`config.mk`:
```
export PLATFORM = sky130hd
export DESIGN_NAME = uart_receiver
export DESIGN_NICKNAME = d
export VERILOG_FILES = /design/src/rtl/uart_receiver.sv
export SDC_FILE = /design/constraint.sdc
export NUM_CORES = 1
export LEC_CHECK = 0
export ABC_AREA = 0
export CAP_MARGIN = 20
export CORE_ASPECT_RATIO = 1.25
export CORE_MARGIN = 5
export CORE_UTILIZATION = 45
export CTS_BUF_LIST = sky130_fd_sc_hd__clkbuf_16
export DETAILED_ROUTE_END_ITERATION = 8
export PLACE_DENSITY = 0.62
export SETUP_SLACK_MARGIN = 0.15
export SYNTH_ARGS = -nofsm -noshare
export SYNTH_HDL_FRONTEND = slang
export SYNTH_SLANG_ARGS = --single-unit
```
`constraint.sdc`:
```
create_clock -name baud -period 2.15 [get_ports baud]
set_clock_uncertainty 0.1 [all_clocks]
set_input_delay 0.645 -clock baud [delete_from_list [all_inputs] [get_ports baud]]
set_output_delay 0.645 -clock baud [all_outputs]
set_load 0.005 [all_outputs]
```
`src/rtl/uart_receiver.sv`:
```
// uart_receiver: 8N1 UART receive engine.
//
// Samples the asynchronous serial line `rx` with an oversampling clock `baud`
// (OVERSAMPLE ticks per bit), recovers LSB-first 8-bit frames and presents
// each good byte in a holding register with a valid/acknowledge handshake.
//
// Ports:
//   baud        in   oversampling clock, all logic on the rising edge
//   reset       in   asynchronous active-low reset
//   rx          in   serial line, idle high, asynchronous to baud
//   data_ack    in   host consumed `data`; clears `data_ready`
//   data        out  last correctly framed byte (bit 0 received first)
//   data_ready  out  a byte is held and not yet acknowledged
//   data_st     out  one-cycle pulse when a good frame loads `data`
//   frame_err   out  one-cycle pulse when the stop bit is sampled low
//   overrun     out  one-cycle pulse when a good frame overwrites an unacked byte
//   busy        out  receiver is anywhere but IDLE
module uart_receiver #(
  parameter int OVERSAMPLE = 16,
  parameter int CNT_W      = $clog2(OVERSAMPLE)
) (
  input  logic       baud,
  input  logic       reset,
  input  logic       rx,
  input  logic       data_ack,
  output logic [7:0] data,
  output logic       data_ready,
  output logic       data_st,
  output logic       frame_err,
  output logic       overrun,
  output logic       busy
);

  typedef enum logic [2:0] {
    S_IDLE    = 3'd0,
    S_START   = 3'd1,
    S_DATA    = 3'd2,
    S_STOP    = 3'd3,
    S_RECOVER = 3'd4
  } state_e;

  // Tick value at mid-start-bit and at the end of a full bit period.
  localparam logic [CNT_W-1:0] HALF_LAST = CNT_W'(OVERSAMPLE / 2 - 1);
  localparam logic [CNT_W-1:0] BIT_LAST  = CNT_W'(OVERSAMPLE - 1);

  logic [1:0]       rx_sync_q;
  logic             rx_s;

  state_e           state_q, state_d;
  logic [CNT_W-1:0] tick_q, tick_d;
  logic [2:0]       bit_idx_q, bit_idx_d;
  logic [7:0]       shift_q, shift_d;

  logic             good_stop_s;
  logic             bad_stop_s;

  logic [7:0]       data_q, data_d;
  logic             data_ready_q, data_ready_d;
  logic             data_st_q, data_st_d;
  logic             frame_err_q, frame_err_d;
  logic             overrun_q, overrun_d;
  logic             busy_q, busy_d;

  // Two-flop synchronizer for the asynchronous rx pin; resets to idle-high.
  always_ff @(posedge baud or negedge reset) begin
    if (!reset) begin
      rx_sync_q <= 2'b11;
    end else begin
      rx_sync_q <= {rx_sync_q[0], rx};
    end
  end

  assign rx_s = rx_sync_q[1];

  // Receiver state, tick counter, bit index and shift register.
  always_ff @(posedge baud or negedge reset) begin
    if (!reset) begin
      state_q   <= S_IDLE;
      tick_q    <= '0;
      bit_idx_q <= 3'd0;
      shift_q   <= 8'h00;
    end else begin
      state_q   <= state_d;
      tick_q    <= tick_d;
      bit_idx_q <= bit_idx_d;
      shift_q   <= shift_d;
    end
  end

  // Next-state logic: start detection, mid-bit sampling and stop decision.
  always_comb begin
    state_d     = state_q;
    tick_d      = tick_q;
    bit_idx_d   = bit_idx_q;
    shift_d     = shift_q;
    good_stop_s = 1'b0;
    bad_stop_s  = 1'b0;

    case (state_q)
      S_IDLE: begin
        if (!rx_s) begin
          state_d = S_START;
          tick_d  = '0;
        end else begin
          state_d = S_IDLE;
        end
      end

      S_START: begin
        // Re-check the line half a bit in; a high line means a glitch.
        if (tick_q == HALF_LAST) begin
          if (!rx_s) begin
            state_d   = S_DATA;
            tick_d    = '0;
            bit_idx_d = 3'd0;
          end else begin
            state_d = S_IDLE;
          end
        end else begin
          tick_d = tick_q + CNT_W'(1);
        end
      end

      S_DATA: begin
        // Counting starts mid-start-bit, so a full period lands mid-data-bit.
        if (tick_q == BIT_LAST) begin
          shift_d[bit_idx_q] = rx_s;
          tick_d             = '0;
          if (bit_idx_q == 3'd7) begin
            state_d = S_STOP;
          end else begin
            bit_idx_d = bit_idx_q + 3'd1;
          end
        end else begin
          tick_d = tick_q + CNT_W'(1);
        end
      end

      S_STOP: begin
        if (tick_q == BIT_LAST) begin
          if (rx_s) begin
            good_stop_s = 1'b1;
            state_d     = S_IDLE;
          end else begin
            bad_stop_s = 1'b1;
            state_d    = S_RECOVER;
          end
        end else begin
          tick_d = tick_q + CNT_W'(1);
        end
      end

      S_RECOVER: begin
        // Stay here while the line is held low so a break never looks like a start bit.
        if (rx_s) begin
          state_d = S_IDLE;
        end else begin
          state_d = S_RECOVER;
        end
      end

      default: begin
        state_d = S_IDLE;
      end
    endcase
  end

  // Holding register, handshake and status pulses.
  always_comb begin
    data_d       = data_q;
    data_ready_d = data_ready_q;
    data_st_d    = good_stop_s;
    frame_err_d  = bad_stop_s;
    overrun_d    = 1'b0;

    if (good_stop_s) begin
      data_d       = shift_q;
      data_ready_d = 1'b1;
      // An ack in the same cycle consumes the old byte, so nothing is lost.
      overrun_d    = data_ready_q & ~data_ack;
    end else if (data_ack) begin
      data_ready_d = 1'b0;
    end else begin
      data_ready_d = data_ready_q;
    end

    busy_d = (state_d != S_IDLE);
  end

  // Registered outputs.
  always_ff @(posedge baud or negedge reset) begin
    if (!reset) begin
      data_q       <= 8'h00;
      data_ready_q <= 1'b0;
      data_st_q    <= 1'b0;
      frame_err_q  <= 1'b0;
      overrun_q    <= 1'b0;
      busy_q       <= 1'b0;
    end else begin
      data_q       <= data_d;
      data_ready_q <= data_ready_d;
      data_st_q    <= data_st_d;
      frame_err_q  <= frame_err_d;
      overrun_q    <= overrun_d;
      busy_q       <= busy_d;
    end
  end

  assign data       = data_q;
  assign data_ready = data_ready_q;
  assign data_st    = data_st_q;
  assign frame_err  = frame_err_q;
  assign overrun    = overrun_q;
  assign busy       = busy_q;

endmodule

```
# After elaboration in Yosys (flattened, before gate mapping)
# Index checks and enable logic that the tools add are counted.
# op_classes
add_sub_neg	2
magnitude_cmp	2
eq_ne	12
muxes	30
bitwise	2
n_reduce_logical	9
# op_table
op	count
2-to-1 mux 3 bit	9
2-to-1 mux 4 bit	4
one-hot mux 4 bit (4 select lines)	1
one-hot mux 3 bit (5 select lines)	1
2-to-1 mux 1 bit	11
!= test 2 bit (second input constant)	5
bitwise mux 8 bit	1
equality test 3 x 2 -> 1 bit (second input constant)	2
equality test 3 bit (second input constant)	2
one-hot mux 3 bit (2 select lines)	1
AND reduction 5 bit	1
adder 4 x 1 -> 4 bit (second input constant)	1
equality test 4 x 3 -> 1 bit (second input constant)	1
equality test 4 bit (second input constant)	1
less-than comparator 3 x 4 -> 1 bit (second input constant)	1
AND reduction 2 bit	2
nonzero test 2 bit	2
nonzero test 4 bit	1
adder 3 x 1 -> 3 bit (second input constant)	1
demux 1 bit (select 3 bit)	1
equality test 3 x 1 -> 1 bit (second input constant)	1
greater-or-equal comparator 3 x 1 -> 1 bit (second input constant)	1
logical NOT 3 bit	1
nonzero test 3 bit	1
4 further kinds	4
# word_totals
reg_bits	33
wordCells	68

# Depth between registers and ports, before layout
# depth
word_depth	5
ltp_mapped	5
depth_no_buf	5

# Least setup slack after synthesis
# Ideal clock, no wire load.
# synth_path
path_kind	register to register
from	register bit_idx_q[1]
to	register bit_idx_q[1]
setup_time_ps	127
arrival_time_ps	1421
path_slack_ps	502
path_stages_with_launch	5
path_buffers	0
synth_period_minus_slack_ps	1648
cell_sequence	dfrtp_1 ha_1 ha_1 or4_4 mux2i_1
# synth_via
elab_chain_cells	4
# synth_rtl
element	line_no	text
start, declared	51	logic [2:0] bit_idx_q, bit_idx_d;
start signal, assigned	85	bit_idx_q <= bit_idx_d;
adder 3 x 1 -> 3 bit	132	bit_idx_d = bit_idx_q + 3'd1;
2-to-1 mux 3 bit	129	if (bit_idx_q == 3'd7) begin
2-to-1 mux 3 bit	126	if (tick_q == BIT_LAST) begin
one-hot mux 3 bit (2 select lines)	99	case (state_q)
# Several ways; a longest one is shown, not always the timed one. The select of a mux whose other input is x is not followed.
# A chain may end at the register's enable or synchronous reset.

# Worst setup path in the final report
# layout_path
from	register data_q[6], in the netlist data[6]
to	output data[6]
# layout_lines
element	line_no	text
start, declared	57	logic [7:0] data_q, data_d;
start signal, assigned	200	data_q <= data_d;
end, declared	26	output logic [7:0] data,
# No word-level cell between the ends.

==> metrics.cfg <==
[run_status]
status=finished clean

[floorplan]
die_h_um=77.2
start_util=0.466
fp.dieW_um=63.7
die-area_mm2=0.00492
coreArea_mm2=0.00348
row_count=24
io_pins=17

[critical_path]
crit_slowest_cell=clkdlybuf4s50_1
cp.arrival_ns=1.14
crit_path_start=data[6]$_DFFE_PN0P_
crit_buf_inv=1
crit_family=buffers and inverters
critical-path-max-stage-delay_ns=0.51
critical_path_class=flip-flop to output pin
crit_path_cell_trace=clkdlybuf4s50_1
crit_path_start_kind=flip-flop
rr_startpoint=tick_q[1]$_DFFE_PN0P_
worstSetupEndpointType=output pin
required_ns=1.40
critPathMaxFanout=2

[global_route]
grt_pass1_vias=1193
antenna_found_initial=0
grt_use_total=0.141
overflow=0
grt_start_max_net_pins=34
grt_pass1_wl_um=5520

[cts]
h-tree-depth=2
cts_buffers=5
hold_buffers=0
clockBufferDepth=2
clock_latency_ns=0.28
numClockSinks=33
clk_pin_slew_ns=0.05
root_buffer=clkbuf_16
post-cts-setup-buffers=0
cts_tree=built
cts_resized=0

[finish]
fin_area_mm2=0.00197
antenna_cells=0
fillers=309
syn_to_final_growth_pct=21.4
finalNetCount=167
drive_gt1_frac=0.230

[synth]
ys_seq_area_frac=0.510
netlist_area_mm2=0.00162
synthFlopType=dfrtp_1
yosysWarnings=0
synth_edf_count=0
postSynth.asyncResetShare=1.00
synth_fp_nets=145
ys_types=46
syn_area_per_cell_um2=11.8
ys_seq_elements=33
syn-instance-count=138

[route]
routed_wl_um=3010
vias=1117
drt_pass1_iterations=4
routed_via_density=5.59
wl_per_cell_um=15.1
drt_iter0_markers=62
antenna_left=0
drc=0

[timing]
setup_viol=0
clock.fmax_ghz=0.531
slew_headroom=0.726
rsz0062_at_grt=false
finalCritPeriodShare=0.876
hold_viol_final=0
setup_tns_ns=0
worst_pin_slew_ns=0.411
slew_viol_final=0
min_period_ns=1.88

[place]
port_buffers=16
dpl_cell_area_mm2=0.00183
gp_congestion=0.843
place_hpwl_um=2220

[worst_hold_path]
hold_path.class=flip-flop to flip-flop
min_from=rx_sync_q[0]$_DFF_PN1_

[power]
p_leak_uw=0.000935
max-vdd-ir-drop_mv=0.757
power.density_mw_per_mm2=1040

[job]
drv_cap=0

-- layout by cell type, fill, tap and decap left out, types with 2 or more instances in the layout --
cell | synthesis | final
nand4_1 | 3 | 3
nand3_1 | 9 | 9
and3_1 | 2 | 2
mux2_2 | 7 | 7
mux2i_1 | 2 | 2
o21ai_0 | 7 | 7
nor3_1 | 2 | 2
ha_1 | 3 | 2
a22oi_1 | 2 | 2
mux2_4 | 7 | 7
dfstp_2 | 2 | 2
xnor2_1 | 2 | 2
inv_1 | 8 | 8
buf_4 | 2 | 8
mux2_1 | 2 | 2
nand2_1 | 3 | 3
clkinv_2 | 0 | 2
dfrtp_1 | 31 | 31
nor2b_1 | 2 | 2
clkdlybuf4s50_1 | 0 | 16
nor2_1 | 10 | 10
clkbuf_16 | 0 | 5
a211oi_1 | 2 | 2
-- layout make-up --
class,count,area [um^2],share of cell area
Sequential cell,33,828,0.420
Multi-Input combinational cell,88,702,0.356
Clock buffer,5,125,0.0635
Timing Repair Buffer,24,220,0.112
Tap cell,39,48.8,0.0247
Inverter,8,30.0,0.0152
Clock inverter,3,17.5,0.00888
-- kinds of logic (layout without fill, tap and decap cells) --
family	count (synthesis)	in the layout	share of synthesized area
AO/OA/AOI/OAI	21	21	0.0901
XOR/XNOR	3	3	0.0162
adder cells (fa/ha/maj)	3	3	0.0231
buffers and inverters	17	40	0.0593
flip-flops	33	33	0.510
multiplexers	18	18	0.139
AND/OR/NAND/NOR	43	43	0.162
-- per-stage QoR --
stage | power, uW | setup WS [ns] | hold slack [ns] | instances | utilization
floorplan | 1250 | 0.502 | 0.245 | 138 | -
detailed placement | 1380 | 0.272 | 0.247 | 192 | 0.524
finish | 2050 | 0.266 | 0.254 | 200 | 0.566
global placement | 1350 | 0.327 | 0.247 | 192 | 0.524
CTS | 2070 | 0.252 | 0.255 | 200 | 0.565
global route | 2190 | 0.202 | 0.256 | 200 | 0.566
-- sequential cells by signal, indices dropped and copies added, names as in the netlist --
signal	flops
frame_err	1
state_q	3
data_ready	1
data_st	1
data	8
busy	1
shift_q	8
rx_sync_q	2
tick_q	4
overrun	1
bit_idx_q	3
-- synth_stat cells (2+ instances only) --
master,number,share of area
dfrtp_1,31,0.48
mux2_2,7,0.049
and3_1,2,0.0077
clkbuf_1,2,0.0046
mux2_1,2,0.014
buf_4,2,0.0092
nand4_1,3,0.012
nor3_1,2,0.0062
o21ai_0,7,0.022
a22oi_1,2,0.0092
buf_2,2,0.0062
nand3_1,9,0.028
mux2i_1,2,0.012
xnor2_1,2,0.011
a211oi_1,2,0.0092
inv_1,8,0.018
ha_1,3,0.023
nor2b_1,2,0.0077
buf_6,3,0.021
dfstp_2,2,0.032
nand2_1,3,0.0069
mux2_4,7,0.065
nor2_1,10,0.023
-- per-layer routing --
layer  part of all wire  track usage  vias to the layer above
met5                  0            0                        -
met4              0.022       0.0748                        0
met3              0.038       0.0336                        8
met2               0.52        0.233                       24
met1               0.41        0.166                      543
li1                   -            -                      542
-- worst register-to-register path: stages, from the launching register on --
cell     delay [ns]
dfrtp_1        0.40
ha_2           0.28
and3b_1        0.22
nand3_1        0.20
buf_4          0.24
mux2_4         0.30
-- final timing paths --
kind / to / slack [ns] / depth (start not counted)
setup / recovery: data[6] / 0.27 / 1
hold / removal: rx_sync_q[1]$_DFF_PN1_ / 0.25 / 0
setup reg to reg: data[6]$_DFFE_PN0P_ / 0.30 / 5
hold reg to reg: rx_sync_q[1]$_DFF_PN1_ / 0.25 / 0
max in group asynchronous: rx_sync_q[0]$_DFF_PN1_ / 0.95 / 2
min in group asynchronous: overrun$_DFF_PN0_ / 0.67 / 2
-- power breakdown --
part           total, uW  switching (uW)  internal (uW)
combinational        546             286            260
clock                677             254            423
sequential           828             118            711
total               2050             657           1390
(Power assumes the default switching activity.)
